`src/rtl/quad_pkg.sv`:
```
// Shared types and the quadrature step decoder for quad_decoder.
package quad_pkg;

   typedef enum logic [1:0] {
      StFlush,
      StLoad,
      StRun
   } quad_state_t;

   // Encoder phase as {a, b}.
   typedef logic [1:0] phase_t;

   typedef struct packed {
      logic cw;
      logic ccw;
      logic err;
   } step_t;

   // Classify one filtered phase transition. CW order is 00 -> 01 -> 11 -> 10 -> 00.
   function automatic step_t quad_step(input phase_t prev, input phase_t cur);
      step_t res;
      res = '0;
      case ({prev, cur})
         4'b00_01, 4'b01_11, 4'b11_10, 4'b10_00: res.cw  = 1'b1;
         4'b00_10, 4'b10_11, 4'b11_01, 4'b01_00: res.ccw = 1'b1;
         4'b00_11, 4'b11_00, 4'b01_10, 4'b10_01: res.err = 1'b1;
         default:                                res     = '0;
      endcase
      return res;
   endfunction

endpackage

```
`src/rtl/quad_debounce.sv`:
```
// Per-channel debounce filter. Counters exist only when QUAD_DEBOUNCE_EN is defined;
// otherwise dout is a plain registered copy of din.
module quad_debounce
   import quad_pkg::*;
#(
   parameter int unsigned DEBOUNCE_CYCLES = 2000,
   parameter int unsigned CNT_W           = $clog2(DEBOUNCE_CYCLES + 1)
) (
   input  logic clk,
   input  logic reset,
   input  logic load,
   input  logic load_val,
   input  logic din,
   output logic dout
);

   logic stable_q, stable_d;

`ifdef QUAD_DEBOUNCE_EN
   localparam logic [CNT_W-1:0] CntMax = CNT_W'(DEBOUNCE_CYCLES - 1);

   logic [CNT_W-1:0] cnt_q, cnt_d;

   // Count consecutive mismatching cycles; any return to the stable level restarts the count.
   always_comb begin
      cnt_d    = cnt_q;
      stable_d = stable_q;
      if (load) begin
         stable_d = load_val;
         cnt_d    = '0;
      end else if (din == stable_q) begin
         cnt_d = '0;
      end else if (cnt_q == CntMax) begin
         stable_d = din;
         cnt_d    = '0;
      end else begin
         cnt_d = cnt_q + CNT_W'(1);
      end
   end

   // Counter and filtered level registers.
   always_ff @(posedge clk) begin
      if (reset) begin
         cnt_q    <= '0;
         stable_q <= 1'b0;
      end else begin
         cnt_q    <= cnt_d;
         stable_q <= stable_d;
      end
   end
`else
   // Sizing parameters have no effect in this build.
   logic unused_cfg;
   assign unused_cfg = ^{32'(DEBOUNCE_CYCLES), 32'(CNT_W)};

   // Without filtering the stable level simply tracks the synchronised input.
   always_comb begin
      stable_d = load ? load_val : din;
   end

   // Filtered level register.
   always_ff @(posedge clk) begin
      if (reset) begin
         stable_q <= 1'b0;
      end else begin
         stable_q <= stable_d;
      end
   end
`endif

   assign dout = stable_q;

endmodule

```
`src/rtl/quad_decoder.sv`:
```
// Rotary encoder front-end: 2-FF synchroniser, per-channel debounce and x4 quadrature
// decode into registered one-cycle cw/ccw/err pulses.
// Optional feature macro: QUAD_DEBOUNCE_EN enables the debounce counters.
module quad_decoder
   import quad_pkg::*;
#(
   parameter int unsigned DEBOUNCE_CYCLES = 2000,
   parameter int unsigned CNT_W           = $clog2(DEBOUNCE_CYCLES + 1)
) (
   input  logic clk,
   input  logic reset,
   input  logic a,
   input  logic b,
   output logic cw,
   output logic ccw,
   output logic err
);

   phase_t      s1_q, s1_d, s2_q, s2_d;
   phase_t      prev_q, prev_d, cur;
   quad_state_t state_q, state_d;
   logic        flush_q, flush_d;
   step_t       out_q, out_d;
   logic        load;
   logic        stable_a, stable_b;

   quad_debounce #(
      .DEBOUNCE_CYCLES (DEBOUNCE_CYCLES),
      .CNT_W           (CNT_W)
   ) u_deb_a (
      .clk      (clk),
      .reset    (reset),
      .load     (load),
      .load_val (s2_q[1]),
      .din      (s2_q[1]),
      .dout     (stable_a)
   );

   quad_debounce #(
      .DEBOUNCE_CYCLES (DEBOUNCE_CYCLES),
      .CNT_W           (CNT_W)
   ) u_deb_b (
      .clk      (clk),
      .reset    (reset),
      .load     (load),
      .load_val (s2_q[0]),
      .din      (s2_q[0]),
      .dout     (stable_b)
   );

   assign cur = {stable_a, stable_b};

   // Synchroniser next state for the raw asynchronous channels.
   always_comb begin
      s1_d = {a, b};
      s2_d = s1_q;
   end

   // Sequencer: flush the synchroniser, load the resting phase, then decode every cycle.
   always_comb begin
      state_d = state_q;
      flush_d = flush_q;
      prev_d  = prev_q;
      out_d   = '0;
      load    = 1'b0;
      unique case (state_q)
         StFlush: begin
            flush_d = 1'b1;
            if (flush_q) begin
               flush_d = 1'b0;
               state_d = StLoad;
            end
         end
         StLoad: begin
            // Adopt the resting phase so a non-00 encoder position does not decode as a step.
            load    = 1'b1;
            prev_d  = s2_q;
            state_d = StRun;
         end
         StRun: begin
            prev_d = cur;
            out_d  = quad_step(prev_q, cur);
         end
         default: state_d = StFlush;
      endcase
   end

   // All state registers, cleared synchronously.
   always_ff @(posedge clk) begin
      if (reset) begin
         s1_q    <= '0;
         s2_q    <= '0;
         prev_q  <= '0;
         state_q <= StFlush;
         flush_q <= 1'b0;
         out_q   <= '0;
      end else begin
         s1_q    <= s1_d;
         s2_q    <= s2_d;
         prev_q  <= prev_d;
         state_q <= state_d;
         flush_q <= flush_d;
         out_q   <= out_d;
      end
   end

   assign cw  = out_q.cw;
   assign ccw = out_q.ccw;
   assign err = out_q.err;

endmodule

```
`config.mk`:
```
export PLATFORM = sky130hd
export DESIGN_NAME = quad_decoder
export DESIGN_NICKNAME = d
export VERILOG_FILES = /design/src/rtl/quad_pkg.sv /design/src/rtl/quad_debounce.sv /design/src/rtl/quad_decoder.sv
export SDC_FILE = /design/constraint.sdc
export NUM_CORES = 1
export LEC_CHECK = 0
export ABC_AREA = 1
export ABC_CLOCK_PERIOD_IN_PS = 3200
export CAP_MARGIN = 15
export CORE_AREA = 4 4 41 43
export DETAILED_ROUTE_END_ITERATION = 10
export DIE_AREA = 0 0 45 47
export GPL_TIMING_DRIVEN = 0
export MAX_ROUTING_LAYER = met4
export PLACE_DENSITY = 0.67
export SETUP_SLACK_MARGIN = 0.05
export SKIP_LAST_GASP = 1
export SLEW_MARGIN = 30
export SYNTH_ARGS = -nofsm -noshare
export SYNTH_HDL_FRONTEND = slang
export SYNTH_SLANG_ARGS = --single-unit
export TNS_END_PERCENT = 5
```
`constraint.sdc`:
```
create_clock -name clk -period 3.2 [get_ports clk]
set_input_delay 0.64 -clock clk [delete_from_list [all_inputs] [get_ports clk]]
set_output_delay 0.64 -clock clk [all_outputs]
set_load 0.005 [all_outputs]
```
==> results of run 1 <==
==> logic make-up after synthesis <==
| logic type | Yosys count | synth area share, % |
|---|---|---|
| adders and majority gates | 4 | 8.28 |
| xor gates and xnor gates | 2 | 2.90 |
| and+or+nand+nor | 34 | 24.0 |
| DFF | 14 | 46.4 |
| buffers and inverters | 21 | 14.3 |
| AOI/OAI and AO/OA | 5 | 4.14 |
==> cells in the mapped netlist <==
master and count:
xnor2_1 2, nor2_1 11, nand2_1 15, inv_2 1
buf_6 1, or2_0 1, a21oi_1 5, dfxtp_1 14
inv_1 19, nand3_1 6, ha_1 4, nor2_4 1
==> layer usage <==
layer,global-route usage [%],vias to the layer above,part of all wire (%)
met5,-,-,0
met4,5.26,0,1.1
met3,5.75,2,10
met2,15.8,17,42
met1,10.5,199,47
li1,-,253,-
==> power groups by stage <==
stage / Combinational [mW] / Sequential (mW) / Clock [mW]
2_1_floorplan: 0.181 / 0.231 / 0
3_3_place_gp: 0.214 / 0.234 / 0
3_5_place_dp: 0.219 / 0.235 / 0
4_1_cts: 0.220 / 0.230 / 0.127
5_1_grt: 0.254 / 0.233 / 0.134
6_report: 0.220 / 0.230 / 0.121
==> per-stage QoR <==
step	power [mW]	hold WS, ns
after global placement	0.448	0.392
after CTS	0.578	0.410
after floorplan	0.411	0.388
after global routing	0.621	0.430
after detailed placement	0.454	0.399
final	0.571	0.408
==> layout make-up <==
| cell class | instances | area [um2] | share of cell area [%] |
|---|---|---|---|
| flip-flops and latches | 14 | 280 | 39.0 |
| multi-input cells | 45 | 238 | 33.0 |
| inverters | 20 | 75.1 | 10.4 |
| repair buffers | 6 | 60.1 | 8.35 |
| clock buffers | 4 | 36.3 | 5.04 |
| well taps | 15 | 18.8 | 2.61 |
| plain buffers | 1 | 11.3 | 1.57 |
==> state kept, by name, summed over array words and instances (netlist names) <==
register,count
prev_q,2
s1_q,2
s2_q,2
state_q,2
ccw,1
cw,1
err,1
flush_q,1
u_deb_a.dout,1
u_deb_b.dout,1
==> tightest hold or removal path, delay by kind of cell, from the launching register on <==
| kind | cells | cell delay [ns] |
|---|---|---|
| buffers and inverters | 1 | 0.04 |
| and+or+nand+nor | 1 | 0.03 |
| DFF | 1 | 0.30 |
==> path summary, 6_finish.rpt <==
check / end
worst min-delay path: s2_q[0]
worst min register to register: s2_q[0]
worst max-delay path: ccw
worst max register to register: state_q[0]
==> flow_summary.json, run 1 <==
{
  "status": "finished clean",
  "ir_worst_vdd_mv": 0.414,
  "critPathKind": "flop to output pin",
  "path_max_fanout": 1,
  "path_cells": "clkdlybuf4s50_1",
  "fin_util_pct": 55.3,
  "final_antenna_net_count": 0,
  "drt_iter0_drc": 6,
  "sw_frac_of_total_pct": 35.6,
  "row_count": 13,
  "finalWorstSetupSlack_ns": 1.49,
  "final_cell_mix": "inv_1, nand2_1, dfxtp_1",
  "h-tree-depth": 1,
  "cts_root_buffer": "clkbuf_4",
  "slew_viol_final": 0,
  "grt_usage_pct": 10.3,
  "min_from": "s1_q[0]",
  "reg2reg_slack_ns": 2.05,
  "finalSetupViolCount": 0,
  "grt_start_max_net_pins": 11,
  "ctsHoldBuffers": 0,
  "drv_cap": 0,
  "clock-sinks": 14,
  "io_pins": 7,
  "synth_area_um2": 604,
  "critPathBufInv": 1,
  "numPortBuffers": 6,
  "ys_seq_area_share_pct": 46.4,
  "cts_tree": "done",
  "power_switching_mw": 0.204,
  "final_layout_size_suffix_gt1_share_pct": 7.78,
  "syn-num-nets": 88,
  "wl_um": 847,
  "overflow": 0,
  "drc": 0,
  "crit_slowest_cell": "clkdlybuf4s50_1",
  "cp_data_arrival_time_ns": 1.07,
  "cp_top_family": "buffers and inverters",
  "ys_top_cells_by_area": "dfxtp_1, inv_1, nand2_1",
  "cp-start-kind": "flop",
  "netlist_instances": 80,
  "worst_slew_pin_slew_ns": 0.178,
  "power.share.combinational_pct": 38.5,
  "holdCritPathClass": "flop to flop",
  "synth_cell_types": 12,
  "layout_commonest_cell": "inv_1",
  "cts_setup_buffers": 0,
  "hold_violations": 0,
  "p_leak_nw": 0.343,
  "p_per_area_mw_per_mm2": 794,
  "min_period_over_period_pct": 53.5,
  "critPathRequiredTime_ns": 2.56,
  "synth.largest_area_cell": "dfxtp_1",
  "clock_path_buffers": 2,
  "n_fill_cell": 129,
  "wire_per_inst_um": 8.07,
  "rr_worst_depth": 6,
  "nets": 99,
  "critPathLaunch": "ccw",
  "insertion_delay_ns": 0.27,
  "pwr-share-seq_pct": 40.2,
  "grt_first_pass_wirelength_um": 1460,
  "via_per_inst": 4.49,
  "fp.dieW_um": 45,
  "grt_pass1_vias": 388,
  "max_stage_delay_ns": 0.49,
  "ys_ff_latch": 14,
  "fp.coreArea_mm2": 0.00130,
  "dp_hpwl_um": 649,
  "fin_tns_setup_ns": 0,
  "intPower_mw": 0.367,
  "relSlewSlack_pct": 88.0,
  "hold_depth": 2,
  "yosys_warnings": 0,
  "avgSynthCellArea_um2": 7.55,
  "dp_slack_ns": 1.58,
  "n_antenna_cell": 0,
  "place_congestion": 0.730,
  "p_clk_share_pct": 21.2,
  "die_area_mm2": 0.00212,
  "rr_startpoint": "state_q[0]",
  "numCtsBuffers": 3,
  "syn_to_final_growth_pct": 19.0,
  "dieHeight_um": 47,
  "final_cells": 105,
  "start_util_pct": 46.4,
  "finClkSkew_ns": 0.00240,
  "final_area_um2": 719,
  "dr.pass1.iters": 4,
  "cts_resized": 0,
  "crit_cells": 1,
  "crit_path_end_kind": "output pin",
  "fmax_ghz": 0.584,
  "placed_area_um2": 683,
  "dp_cells": 101,
  "synth_top_area_share_pct": 46.4,
  "rsz0062_at_grt": "false",
  "vias": 471,
  "path_clk_slew_ns": 0.08,
  "antenna_found_initial": 0,
  "min_period_ns": 1.71
}
Note: power is estimated with default switching activity, not from simulation.
==> inputs of run 2 (changes only) <==
- ABC_CLOCK_PERIOD_IN_PS: 3200 -> 1470
- CORE_AREA: 4 4 41 43 -> unset
- CORE_MARGIN: unset -> 4
- CORE_UTILIZATION: unset -> 46
- DIE_AREA: 0 0 45 47 -> unset
- PLACE_DENSITY: 0.67 -> 0.7
- clock period: 3.2 -> 1.47 ns (I/O delays scaled with it)
==> run 2 against run 1 <==
Sequential power up 120%. Count of clock-buffer cells in the layout did not move. Utilization rose by 6.3 points. Clock power up 130%. Critical endpoint is now cw.
==> flow_summary.json, run 2 (same netlist as run 1, synthesis figures left out) <==
{
  "dp_hpwl_um": 677,
  "multi_input_area_um2": 238,
  "cp_data_arrival_time_ns": 1.08,
  "fin_tns_setup_ns": 0,
  "power.share.combinational_pct": 37.8,
  "use_met3_pct": 2.44,
  "hold_violations": 0,
  "pwr-share-seq_pct": 40.1,
  "insertion_delay_ns": 0.27,
  "nets": 99,
  "drv_cap": 0,
  "max_stage_delay_ns": 0.49,
  "h-tree-depth": 1,
  "fmax_ghz": 0.730,
  "intPower_mw": 0.800,
  "cp_top_family": "buffers and inverters",
  "place_congestion": 0.774,
  "final_antenna_net_count": 0,
  "grt_first_pass_wirelength_um": 1590,
  "dp_cells": 100,
  "fp.coreArea_mm2": 0.00117,
  "fp.dieW_um": 44.2,
  "path_cells": "clkdlybuf4s50_1",
  "reg2reg_slack_ns": 0.34,
  "ctsHoldBuffers": 0,
  "critPathKind": "flop to output pin",
  "met1_usage_pct": 13.0,
  "die_area_mm2": 0.00196,
  "drc": 0,
  "row_count": 12,
  "min_period_ns": 1.37,
  "n_fill_cell": 115,
  "cts_tree": "done",
  "placed_area_um2": 682,
  "status": "finished clean",
  "dr.pass1.iters": 2,
  "clock_path_buffers": 2,
  "cp-start-kind": "flop",
  "sw_frac_of_total_pct": 36.1,
  "finalWorstSetupSlack_ns": 0.0996,
  "path_clk_slew_ns": 0.09,
  "dp_slack_ns": 0.200,
  "grt_usage_pct": 11.4,
  "p_per_area_mw_per_mm2": 1740,
  "final_cells": 104,
  "start_util_pct": 51.6,
  "crit_slowest_cell": "clkdlybuf4s50_1",
  "use_met2_pct": 18.0,
  "numPortBuffers": 6,
  "slew_viol_final": 0,
  "n_antenna_cell": 0,
  "grt_pass1_vias": 419,
  "numCtsBuffers": 3,
  "clock-sinks": 14,
  "io_pins": 7,
  "p_clk_share_pct": 22.1,
  "power_switching_mw": 0.453,
  "critPathBufInv": 1,
  "holdCritPathClass": "flop to flop",
  "final_cell_mix": "inv_1, nand2_1, dfxtp_1",
  "path_max_fanout": 1,
  "antenna_found_initial": 0,
  "final_layout_size_suffix_gt1_share_pct": 7.78,
  "finalSetupViolCount": 0,
  "cts_setup_buffers": 0,
  "syn_to_final_growth_pct": 19.3,
  "relSlewSlack_pct": 87.2,
  "grt-busiest-layer": "met2",
  "dieHeight_um": 44.2,
  "min_period_over_period_pct": 93.2,
  "p_leak_nw": 0.362,
  "wire_per_inst_um": 8.59,
  "cts_root_buffer": "clkbuf_4",
  "grt_start_max_net_pins": 11,
  "wl_um": 893,
  "p_total_mw": 1.25,
  "vias": 466,
  "final_area_um2": 721,
  "seq_area_um2": 280,
  "rsz0062_at_grt": "false",
  "worst_slew_pin_slew_ns": 0.191,
  "ir_worst_vdd_mv": 0.854,
  "via_per_inst": 4.48,
  "critPathRequiredTime_ns": 1.18,
  "finClkSkew_ns": 0.00139,
  "overflow": 0,
  "drt_iter0_drc": 2,
  "crit_path_end_kind": "output pin",
  "layout_commonest_cell": "inv_1"
}
[run 2: per-layer routing]
layer  vias to the layer above  wire length [um]
met5                         -                 0
met4                         0                 5
met3                         2                48
met2                         7               420
met1                       202               418
li1                        255                 -
[run 2: layout make-up]
type,count,area share (%)
buffer,1,1.56
clock buffer,4,5.03
inverter,20,10.4
multi-input combinational,45,33.0
sequential,14,38.9
tap,14,2.43
timing repair buffer,6,8.68
[run 2: final timing paths]
kind,endpoint,cells past startpoint,start
min reg2reg,s2_q[1],2,s1_q[1]
max reg2reg,prev_q[0],6,state_q[1]
min,s2_q[1],2,s1_q[1]
max,cw,1,cw
[run 2: what timing repair did]
item	CTS	global route
gates resized for setup	0	1
hold endpoints to repair	0	0
setup endpoints to repair	0	1
[run 2: per-stage QoR]
stage	utilization, %	hold WS, ns
after floorplan	-	0.388
after global placement	58.2	0.390
after detailed placement	58.2	0.395
after CTS	61.3	0.407
after global routing	61.5	0.428
final	61.5	0.404
[run 2: power groups by stage]
stage	clock (mW)	sequential, mW	combinational (mW)
3_3_place_gp	0	0.508	0.465
6_report	0.277	0.502	0.473
5_1_grt	0.308	0.512	0.557
2_1_floorplan	0	0.502	0.393
3_5_place_dp	0	0.511	0.477
4_1_cts	0.286	0.502	0.479
==> inputs of run 3 (changes only) <==
- GPL_ROUTABILITY_DRIVEN: unset -> 0
==> results of run 3 <==
Same layout as run 2: the final DEF is identical, and so are final timing and power.
